===== config.mk =====
export PLATFORM = sky130hd
export DESIGN_NAME = xbar_tx_serializer
export DESIGN_NICKNAME = d
export VERILOG_FILES = /design/src/rtl/xbar_tx_serializer.sv
export SDC_FILE = /design/constraint.sdc
export NUM_CORES = 1
export LEC_CHECK = 0
export ABC_AREA = 1
export BUFFER_PORTS_ARGS = -buffer_cell sky130_fd_sc_hd__buf_4
export CAP_MARGIN = 20
export CORE_ASPECT_RATIO = 1.75
export CORE_MARGIN = 1.5
export CORE_UTILIZATION = 60
export CTS_CLUSTER_DIAMETER = 80
export DETAILED_ROUTE_END_ITERATION = 10
export PLACE_DENSITY_LB_ADDON = 0.15
export SYNTH_ARGS = -nofsm -noshare
export SYNTH_HDL_FRONTEND = slang
export SYNTH_SLANG_ARGS = --single-unit

===== constraint.sdc =====
create_clock -name clk -period 2.6 [get_ports clk]
set_input_delay 0.65 -clock clk [delete_from_list [all_inputs] [get_ports clk]]
set_output_delay 0.65 -clock clk [all_outputs]
set_load 0.05 [all_outputs]

===== src/rtl/xbar_tx_serializer.sv =====
// Crossbar egress serializer: buffers parallel words in a small FIFO and shifts
// each one out as a start / MSB-first data / even-parity / stop frame, paced by bit_en.
module xbar_tx_serializer #(
    parameter int DATA_W     = 8,
    parameter int FIFO_DEPTH = 4
) (
    input  logic                          clk,
    input  logic                          rst,
    input  logic                          bit_en,
    input  logic                          in_valid,
    input  logic [DATA_W-1:0]             in_data,
    output logic                          in_ready,
    output logic                          serial_out,
    output logic                          busy,
    output logic [$clog2(FIFO_DEPTH):0]   fifo_count
);
    // state  | meaning
    // IDLE   | line at 1, waiting for a buffered word
    // START  | start bit (0) on the line
    // DATA   | data bits on the line, MSB first
    // PARITY | even-parity bit on the line
    // STOP   | stop bit (1) on the line; may chain straight into the next START

    localparam int AW    = $clog2(FIFO_DEPTH);
    localparam int CW    = AW + 1;
    localparam int CNT_W = (DATA_W > 1) ? $clog2(DATA_W) : 1;
    localparam logic [CNT_W-1:0] LAST_BIT = CNT_W'(DATA_W - 1);

    typedef enum logic [2:0] {IDLE, START, DATA, PARITY, STOP} state_t;

    logic [DATA_W-1:0] mem [FIFO_DEPTH];
    logic [AW-1:0]     wr_ptr;
    logic [AW-1:0]     rd_ptr;
    logic              push;
    logic              pop;

    state_t            state;
    state_t            state_nxt;
    logic [DATA_W-1:0] shreg;
    logic [DATA_W-1:0] shreg_nxt;
    logic              par;
    logic              par_nxt;
    logic [CNT_W-1:0]  cnt;
    logic [CNT_W-1:0]  cnt_nxt;
    logic              sout_nxt;

    // Full blocks the push even when a pop frees a slot in the same cycle.
    assign in_ready = (fifo_count != CW'(FIFO_DEPTH));
    assign push     = in_valid && in_ready;
    assign busy     = (state != IDLE);

    always_ff @(posedge clk) begin
        if (rst) begin
            wr_ptr     <= '0;
            rd_ptr     <= '0;
            fifo_count <= '0;
        end else begin
            if (push) wr_ptr <= wr_ptr + 1'b1;
            if (pop)  rd_ptr <= rd_ptr + 1'b1;
            case ({push, pop})
                2'b10:   fifo_count <= fifo_count + 1'b1;
                2'b01:   fifo_count <= fifo_count - 1'b1;
                default: fifo_count <= fifo_count;
            endcase
        end
    end

    always_ff @(posedge clk) begin
        if (push && !rst) mem[wr_ptr] <= in_data;
    end

    always_ff @(posedge clk) begin
        if (rst) begin
            state      <= IDLE;
            serial_out <= 1'b1;
            shreg      <= '0;
            par        <= 1'b0;
            cnt        <= '0;
        end else begin
            state      <= state_nxt;
            serial_out <= sout_nxt;
            shreg      <= shreg_nxt;
            par        <= par_nxt;
            cnt        <= cnt_nxt;
        end
    end

    // Pop decisions use the registered count, so a word pushed this cycle waits for the next bit_en.
    always_comb begin
        state_nxt = state;
        shreg_nxt = shreg;
        par_nxt   = par;
        cnt_nxt   = cnt;
        sout_nxt  = serial_out;
        pop       = 1'b0;
        if (bit_en) begin
            case (state)
                IDLE, STOP: begin
                    if (fifo_count != '0) begin
                        pop       = 1'b1;
                        shreg_nxt = mem[rd_ptr];
                        par_nxt   = ^mem[rd_ptr];
                        sout_nxt  = 1'b0;
                        state_nxt = START;
                    end else begin
                        sout_nxt  = 1'b1;
                        state_nxt = IDLE;
                    end
                end
                START: begin
                    sout_nxt  = shreg[DATA_W-1];
                    shreg_nxt = shreg << 1;
                    cnt_nxt   = '0;
                    state_nxt = DATA;
                end
                DATA: begin
                    if (cnt != LAST_BIT) begin
                        sout_nxt  = shreg[DATA_W-1];
                        shreg_nxt = shreg << 1;
                        cnt_nxt   = cnt + 1'b1;
                    end else begin
                        sout_nxt  = par;
                        state_nxt = PARITY;
                    end
                end
                PARITY: begin
                    sout_nxt  = 1'b1;
                    state_nxt = STOP;
                end
                default: begin
                    sout_nxt  = 1'b1;
                    state_nxt = IDLE;
                end
            endcase
        end
    end

endmodule

==> results by group <==
Status
  • Status: finished clean

CTS
  • CTS Buffer Depth: 2
  • Post-cts sizing count: 0
  • Root Driver: clkbuf_8
  • Clock Sinks: 57
  • Hold_buf cts: 0
  • Worst skew pair latency: 330 ps
  • CTS tree: done
  • Num CTS Buffers: 9
  • Clock transition at path regs: 60 ps
  • Number of buffers added for setup after CTS: 0
  • Htree depth: 3

Die
  • Starting density of the core: 0.6303
  • Boundary pin count: 18
  • Die H: 93.40 um
  • Die Wd: 54.66 um
  • Core Box Area: 4444 um^2
  • Die area: 5105 um^2
  • # rows: 32

Timing
  • Clock skew: 10.18 ps
  • Final Slew Violations: 0
  • Tmin final: 1969 ps
  • RSZ-0062 raised after global routing: no
  • Least-Margin Pin Slew: 600.8 ps
  • Slew margin rel.: 0.5989
  • Final period util: 0.7573
  • Total Neg Setup Slack: 0 ps
  • Setup violations, final: 0
  • Fin. Hold Viols: 0
  • Maximum clock frequency: 507.9 MHz

Worst setup path
  • R2R Path Start: state[0]
  • R2R Setup Slk: 630 ps
  • Critical path cell sequence: nor2_1 -> o31ai_1 -> nor2_1 -> ha_1 -> inv_1 -> fa_1 -> a21oi_1 -> o21ai_0 -> o21ai_0 -> a21oi_1
  • Critical path class: reg2reg
  • Worst Setup Start Kind: flip-flop
  • Crit-path leading delay family: compound AO/OA/AOI/OAI gates
  • Worst R2R Path Depth: 10
  • Data arrival, critical path: 2190 ps
  • CP peak stage delay: 380 ps
  • R2R Path End: fifo_count[2]
  • CP Capture Type: flip-flop
  • Maximum fanout along the worst path: 5
  • Critical Path Sink: fifo_count[2]
  • Buf/Inv on CP: 1
  • Crit path from: state[0]
  • CP max-delay cell: fa_1
  • Levels on crit path: 10
  • Worst Path Required: 2820 ps

Yosys
  • Top cell type's share of synthesized area: 0.3430
  • Largest area contributor in the synthesized netlist: edfxtp_1
  • Syn_area_per_cell: 8.438 um^2
  • Top cells by area, synth: edfxtp_1 (34%), dfxtp_1 (18%), nand2_1 (17%), o21ai_0 (4.6%), nand3_1 (4.3%)
  • Yosys reg bits: 57
  • Cells after Synth: 332
  • Netlist cell types: 28
  • YS warnings: 0
  • Syn_nets: 352
  • Sequential fraction of the synthesis area: 0.5217
  • Mapped cell area: 2801 um^2

Global route
  • First-pass GRT wire length: 8894 um
  • GR Overflow Total: 0
  • Vias in the first global route: 2,128
  • Largest net degree at the start of global routing: 19
  • GR Util All Layers: 0.2469
  • Initial antenna violation count: 0

Power and ir drop
  • Leakage Power: 1.385 nW
  • Max VDD drop: 0.0007973 V
  • Power Density: 783.3 nW/um^2

Layout
  • Post-Layout Cell Count: 416
  • Commonest non-fill, non-tap cells in the layout: nand2_1 (125), edfxtp_1 (32), o21ai_0 (26)
  • ANT cells: 0
  • Area growth syn-to-layout: 11.88%
  • Most common cell after layout, fill and taps aside: nand2_1
  • Nets@finish: 380
  • Layout cells sized above 1: 0.1479

Run
  • Max-cap violations: 0

Detailed routing
  • Detailed Route WL: 5184 um
  • Via count: 2,179
  • 1st-pass router iterations: 4
  • Routed len/inst: 12.46 um
  • Vias per std cell: 5.238
  • DRC marker count from the first detailed-route iteration: 63
  • Remaining DRCs: 0
  • Post-route ant nets: 0

Hold path
  • HP Start: cnt[2]
  • Worst min path class: reg2reg
  • Worst Hold Depth: 2

Placed design
  • Placed cell count: 400
  • Port Buffers: 17
  • Gpl congestion: 0.9132
  • DP HPWL: 3689 um
-- flip-flops by register name, summed over array words and instances, names as in the netlist, named ones only --
signal	flops
par	1
shreg	8
cnt	3
fifo_count	3
serial_out	1
rd_ptr	2
state	3
wr_ptr	2
mem	32
-- where the power goes --
part / total (mW) / switching (mW) / leakage (nW) / internal [mW]
Combinational: 0.709 / 0.474 / 0.809 / 0.236
Sequential: 1.10 / 0.0654 / 0.496 / 1.04
Clock: 0.641 / 0.313 / 0.0800 / 0.328
Total: 2.46 / 0.852 / 1.38 / 1.60
-- tightest hold or removal path: stages (launching register included) --
cell and delay [ps]:
dfxtp_1 310, nand2_1 60, a21oi_1 60
-- kinds of logic (layout without fill, tap and decap cells) --
group,after synthesis,after routing,synth area share
fa+ha+maj,8,8,0.03841
simple gates,185,185,0.2823
buf+inv,33,66,0.06342
flops,57,57,0.5217
compound gates,49,49,0.09424
-- Yosys cell counts --
cell type,count
buf_6,2
nand3_2,1
o31ai_1,1
inv_1,19
inv_2,4
buf_4,4
nand2_2,4
nor3_4,1
a21oi_1,14
nand2_1,125
nand3_1,24
edfxtp_1,32
buf_12,1
fa_1,1
o21ai_0,26
a31oi_1,2
ha_1,7
nor2_1,25
nand2_4,5
o21a_1,1
dfxtp_1,25
inv_8,1
a211oi_1,1
buf_1,1
clkinv_1,1
o21ai_1,2
o211a_1,1
o21ai_2,1
-- routing by layer --
metal  global-route usage  vias up  part of all wire
met3              0.06550       11             0.046
met5                    0        -                 0
met1               0.2887      975              0.40
met2               0.3958       47              0.52
met4               0.1313        0             0.029
li1                     -     1146                 -
-- per-stage QoR --
stage	setup slack (ps)	util	hold slack [ps]	instance area [um^2]	total power, mW
2_1_floorplan	220.1	-	436.2	2806	1.672
3_3_place_gp	448.0	0.6709	450.1	2982	1.807
3_5_place_dp	438.0	0.6709	461.1	2982	1.834
4_1_cts	626.0	0.7052	471.1	3134	2.474
5_1_grt	462.2	0.7052	508.2	3134	2.636
6_report	631.1	0.7052	471.3	3134	2.455
-- area by class of cell --
cell class | instances | area, um^2
multi-input cells | 242 | 1167
flip-flops and latches | 57 | 1461
clock inverters | 6 | 25.02
repair buffers | 25 | 187.7
well taps | 51 | 63.81
clock buffers | 10 | 127.6
inverters | 25 | 101.3
fillers | 346 | 1310
-- worst min path at each step --
stage / to
after floorplan: flip-flop
after global placement: rd_ptr[1]
after detailed placement: flip-flop
after CTS: flip-flop
after global routing: cnt[2]
final: cnt[2]
Power figures use the tool's default switching activity.
